[src/rtl/pipeline_pkg.sv]
// pipeline_pkg: encodings and FSM state type shared by the pipeline hazard logic
package pipeline_pkg;

    localparam logic [1:0] RES_ALU  = 2'b00;
    localparam logic [1:0] RES_LOAD = 2'b01;
    localparam logic [1:0] RES_PC4  = 2'b10;

    localparam logic [1:0] FWD_RF = 2'b00;
    localparam logic [1:0] FWD_W  = 2'b01;
    localparam logic [1:0] FWD_M  = 2'b10;

    typedef enum logic [1:0] {
        FP_IDLE = 2'b00,
        FP_BUSY = 2'b01,
        FP_LAST = 2'b10
    } fp_state_t;

endpackage

[src/rtl/fp_occupancy_fsm.sv]
// fp_occupancy_fsm: holds Execute while a multi-cycle FP op occupies it
module fp_occupancy_fsm
    import pipeline_pkg::*;
#(
    parameter int FP_LAT = 4
) (
    input  logic i_clk,
    input  logic i_rst_n,
    input  logic i_is_fp,
    output logic o_fp_stall
);

    localparam logic [3:0] LAT_LOAD = (FP_LAT >= 3) ? 4'(FP_LAT - 2) : 4'd0;

    fp_state_t  r_state;
    fp_state_t  w_state_nxt;
    logic [3:0] r_cnt;
    logic [3:0] w_cnt_nxt;

    // state and remaining-cycle counter register
    always_ff @(posedge i_clk) begin
        if (!i_rst_n) begin
            r_state <= FP_IDLE;
            r_cnt   <= '0;
        end else begin
            r_state <= w_state_nxt;
            r_cnt   <= w_cnt_nxt;
        end
    end

    // next state and stall; LAST releases Execute and ignores a lingering IsFpE
    always_comb begin
        w_state_nxt = r_state;
        w_cnt_nxt   = r_cnt;
        o_fp_stall  = 1'b0;
        case (r_state)
            FP_IDLE: begin
                if (i_is_fp && FP_LAT >= 3) begin
                    o_fp_stall  = 1'b1;
                    w_cnt_nxt   = LAT_LOAD;
                    w_state_nxt = FP_BUSY;
                end else if (i_is_fp && FP_LAT == 2) begin
                    o_fp_stall  = 1'b1;
                    w_state_nxt = FP_LAST;
                end
            end
            FP_BUSY: begin
                o_fp_stall = 1'b1;
                w_cnt_nxt  = r_cnt - 4'd1;
                if (r_cnt == 4'd1) w_state_nxt = FP_LAST;
            end
            FP_LAST: w_state_nxt = FP_IDLE;
            default: w_state_nxt = FP_IDLE;
        endcase
        if (!i_rst_n) o_fp_stall = 1'b0;
    end

endmodule

[src/rtl/hazard_unit_mc.sv]
// hazard_unit_mc: forwarding, load-use/FP stalls, flushes and perf counters
module hazard_unit_mc
    import pipeline_pkg::*;
#(
    parameter int NREGS = 32,
    parameter int FP_LAT = 4,
    parameter int CNT_W = 32,
    localparam int RA_W = $clog2(NREGS)
) (
    input  logic             clk,
    input  logic             reset,
    input  logic [RA_W-1:0]  Rs1D,
    input  logic [RA_W-1:0]  Rs2D,
    input  logic [RA_W-1:0]  Rs1E,
    input  logic [RA_W-1:0]  Rs2E,
    input  logic [RA_W-1:0]  RdE,
    input  logic [RA_W-1:0]  RdM,
    input  logic [RA_W-1:0]  RdW,
    input  logic             RegWriteM,
    input  logic             RegWriteW,
    input  logic [1:0]       ResultSrcE,
    input  logic             PCSrcE,
    input  logic             IsFpE,
    input  logic             perf_clr,
    output logic             StallF,
    output logic             StallD,
    output logic             StallE,
    output logic             FlushD,
    output logic             FlushE,
    output logic             FlushM,
    output logic [1:0]       ForwardAE,
    output logic [1:0]       ForwardBE,
    output logic [CNT_W-1:0] stall_cycles,
    output logic [CNT_W-1:0] flush_events
);

    logic             w_lw_stall;
    logic             w_fp_stall;
    logic [CNT_W-1:0] r_stall_cycles;
    logic [CNT_W-1:0] r_flush_events;

    function automatic logic [1:0] fwd_sel(
        input logic [RA_W-1:0] rs,
        input logic [RA_W-1:0] rd_m,
        input logic            we_m,
        input logic [RA_W-1:0] rd_w,
        input logic            we_w
    );
        if (rs == '0) return FWD_RF;
        if (we_m && rs == rd_m) return FWD_M;
        if (we_w && rs == rd_w) return FWD_W;
        return FWD_RF;
    endfunction

    fp_occupancy_fsm #(
        .FP_LAT(FP_LAT)
    ) u_fp (
        .i_clk     (clk),
        .i_rst_n   (reset),
        .i_is_fp   (IsFpE),
        .o_fp_stall(w_fp_stall)
    );

    // forwarding, load-use detection and stall/flush gating; a held Execute is never flushed
    always_comb begin
        ForwardAE  = fwd_sel(Rs1E, RdM, RegWriteM, RdW, RegWriteW);
        ForwardBE  = fwd_sel(Rs2E, RdM, RegWriteM, RdW, RegWriteW);
        w_lw_stall = (ResultSrcE == RES_LOAD) && (RdE != '0) && (Rs1D == RdE || Rs2D == RdE);
        StallF     = w_lw_stall | w_fp_stall;
        StallD     = StallF;
        StallE     = w_fp_stall;
        FlushM     = w_fp_stall;
        FlushD     = PCSrcE & ~w_fp_stall;
        FlushE     = (w_lw_stall | PCSrcE) & ~w_fp_stall;
    end

    // saturating performance counters, clear beats increment
    always_ff @(posedge clk) begin
        if (!reset || perf_clr) begin
            r_stall_cycles <= '0;
            r_flush_events <= '0;
        end else begin
            if (StallF && !(&r_stall_cycles)) r_stall_cycles <= r_stall_cycles + 1'b1;
            if (FlushD && !(&r_flush_events)) r_flush_events <= r_flush_events + 1'b1;
        end
    end

    assign stall_cycles = r_stall_cycles;
    assign flush_events = r_flush_events;

endmodule

[config.mk]
export PLATFORM = sky130hd
export DESIGN_NAME = hazard_unit_mc
export DESIGN_NICKNAME = d
export VERILOG_FILES = /design/src/rtl/pipeline_pkg.sv /design/src/rtl/fp_occupancy_fsm.sv /design/src/rtl/hazard_unit_mc.sv
export SDC_FILE = /design/constraint.sdc
export NUM_CORES = 1
export LEC_CHECK = 0
export ABC_AREA = 1
export BUFFER_PORTS_ARGS = -buffer_cell sky130_fd_sc_hd__buf_2
export CAP_MARGIN = 10
export CORE_MARGIN = 3
export CORE_UTILIZATION = 54
export DETAILED_ROUTE_END_ITERATION = 10
export GPL_TIMING_DRIVEN = 1
export PLACE_DENSITY = 0.81
export SYNTH_ARGS = -nofsm -noshare
export SYNTH_HDL_FRONTEND = slang
export SYNTH_SLANG_ARGS = --single-unit
[constraint.sdc]
create_clock -name clk -period 2.3 [get_ports clk]
set_input_delay 0.46 -clock clk [delete_from_list [all_inputs] [get_ports clk]]
set_output_delay 0.46 -clock clk [all_outputs]
set_load 0.05 [all_outputs]
==> impl_metrics.py <==
metrics = {
    "run_status": {
        "run_status": "completed",
    },
    "routing": {
        "vias": 5425,
        "dr.pass1.iters": 5,
        "drtAntennaViolNets": 0,
        "drc": 0,
        "post_drt_wl_per_cell_um": 12.7,
        "wl_met1_mm": 5.51,
        "wl_met3_um": 816,
        "wl_met2_mm": 6.45,
        "drtIter0Drc": 253,
        "routed.top_layer": "met4",
        "wl_mm": 13.0,
        "via_per_inst": 5.30,
    },
    "job": {
        "maxCapViolations": 0,
    },
    "cts": {
        "cts_buffer_depth": 2,
        "root_buffer": "clkbuf_8",
        "cts_made_buffers": 9,
        "htree_levels": 3,
        "cts_resized": 0,
        "postCtsSetupBuffers": 0,
        "clk_pin_slew_ns": 0.08,
        "clock_sinks": 70,
        "clock_latency_ns": 0.35,
        "hold_buffers": 0,
        "tritoncts": "built",
    },
    "worst_setup_path": {
        "crit_path_frequent_cell": "nor2_4",
        "cp.required_ns": 1.84,
        "crit_chain": "inv_2 -> nor2_4 -> nor2_4 -> nor2_4 -> inv_2 -> nand2_2 -> buf_2",
        "worstSetupPathType": "reg -> out",
        "crit_path_top_delay_cell": "dfxtp_1",
        "path_max_fanout": 5,
        "worstSetupEndpointType": "output pin",
        "cp.arrival_ns": 1.68,
        "cpPeakStageDelay_ns": 0.36,
        "startpoint_type": "flip-flop",
    },
    "logic_synthesis": {
        "synth_area_um2": 4800,
        "synth-async-reset-ratio_pct": 0,
        "synth_nets": 852,
        "synth_area_leaders": "dfxtp_1 (29%), nand2_1 (18%), nor2_1 (11%)",
        "yosysTopAreaCell": "dfxtp_1",
        "synth.distinct_cells": 38,
        "syn_area_per_cell_um2": 5.97,
        "ys_seq_area_share_pct": 29.2,
        "synth_top_area_share_pct": 29.2,
        "synth_edf_count": 0,
        "synthCells": 804,
        "synth.most_common_cell": "nand2_1",
        "ys_warn_count": 0,
        "synthFlopType": "dfxtp_1",
        "synthTopCellsByCount": "nand2_1 (227), nor2_1 (142), inv_1 (102)",
        "ys_ff_latch": 70,
    },
    "placed_design": {
        "dpl.cell_count": 1008,
        "gp_congestion": 0.927,
        "dp.final_hpwl_mm": 9.91,
        "io_buffers": 117,
    },
    "sta": {
        "rsz0062_at_grt": "no",
        "final.min_clock_period_ns": 2.14,
        "worstMarginPinSlew_ns": 0.543,
        "slew_headroom_pct": 63.6,
        "setup_violations": 0,
        "skew_ns": 0.0114,
        "fmax_mhz": 467,
        "fin_tns_setup_ns": 0,
        "fin_crit_sh_pct": 93.1,
        "hold_viol_final": 0,
        "final_max_slew_viol_count": 0,
    },
    "die": {
        "die_y_um": 100,
        "row_count": 33,
        "die_area_um2": 10100,
        "ioPinCount": 118,
        "die_x_um": 100,
        "start_util_pct": 57.0,
        "core-area_um2": 8420,
    },
    "cells_and_area": {
        "area_growth_pct": 16.6,
        "diodes": 0,
        "stdcell_count": 1023,
        "nets": 962,
        "drive_above_1_share_pct": 17.5,
    },
    "global_route": {
        "grt_max_degree": 65,
        "grt_pass1_vias": 4924,
        "antenna_found_initial": 0,
        "grt_usage_pct": 25.7,
        "grt_overflow_total": 0,
        "grt_pass1_wl_mm": 21.6,
    },
    "min_path": {
        "worstHoldPathType": "in -> reg",
    },
    "power": {
        "ir_drop_mv": 0.389,
        "powerDensity_nw_per_um2": 470,
        "power_leakage_uw": 0.00251,
    },
}
## area by class of cell
class | count | area (µm²)
fillers | 816 | 2830
clock buffers | 12 | 165
well taps | 105 | 131
repair buffers | 121 | 628
multi-input cells | 605 | 2820
flip-flops and latches | 70 | 1400
inverters | 107 | 402
clock inverters | 3 | 42.5
## logic make-up (layout without fill, tap and decap cells)
| logic type | Yosys count | in the layout | synth area share, % |
|---|---|---|---|
| and+or+nand+nor | 502 | 502 | 45.4 |
| buffers and inverters | 129 | 243 | 12.1 |
| AOI/OAI and AO/OA | 85 | 85 | 9.65 |
| DFF | 70 | 70 | 29.2 |
| xor gates and xnor gates | 14 | 14 | 2.56 |
| adders and majority gates | 4 | 4 | 1.04 |
## routing by layer
metal	global-route usage, %	vias up
met3	5.28	20
met1	31.5	2456
li1	-	2770
met5	0	-
met2	45.2	179
met4	8.08	0
## state kept, by name, indices dropped and copies added, names as in the netlist
name	flops
stall_cycles	32
u_fp.r_state	2
flush_events	32
u_fp.r_cnt	4
## critical path: cells and delay by family, from the launching register on
family	cells	cell delay (ns)
AND/OR/NAND/NOR	4	0.56
buffers and inverters	3	0.42
flip-flops	1	0.36
## cell usage in the layout, fill, tap and decap left out, types with 2 or more instances in the layout
cell,Yosys,layout
nor4_1,3,3
xnor2_1,2,2
o2111ai_1,2,2
nor3b_1,3,3
nor3_1,28,28
buf_4,8,3
o21ai_1,4,4
nand3b_1,5,5
nand4_1,12,12
nand2_2,4,5
o21ai_0,12,12
inv_2,4,4
nor2_4,5,6
dfxtp_1,70,70
xor2_1,12,12
a211oi_1,2,2
nor3_2,2,2
a21oi_1,55,55
nor2_1,142,141
nand2_1,227,226
a221oi_1,5,5
buf_2,2,117
nand3_1,61,61
inv_1,102,102
nor2_2,4,4
ha_1,4,4
clkbuf_8,0,12
o22ai_1,5,5
## power by group
group	total [µW]	switching, µW	internal (µW)
sequential	1230	8.09	1220
combinational	338	231	108
clock	1060	476	582
total	2630	715	1910
## per-stage QoR
step	setup slack, ns	utilization, %	hold slack (ns)	power, µW	cell area [µm²]
6_report	0.160	66.4	0.393	2630	5590
5_1_grt	0.0460	66.4	0.392	2730	5590
4_1_cts	0.127	66.4	0.376	2650	5590
3_5_place_dp	0.304	63.9	0.455	1600	5390
3_3_place_gp	0.335	63.9	0.448	1580	5390
2_1_floorplan	0.0263	-	0.437	1510	4800
## worst paths after layout
kind,from,endpoint,slack (ns),cells past startpoint
max reg2reg,flush_events[17],flush_events[18],0.31,11
min reg2reg,u_fp.r_cnt[2],u_fp.r_cnt[2],0.47,2
max,u_fp.r_state[0],StallD,0.16,7
min,reset,u_fp.r_cnt[2],0.39,3
(Power assumes the default switching activity.)
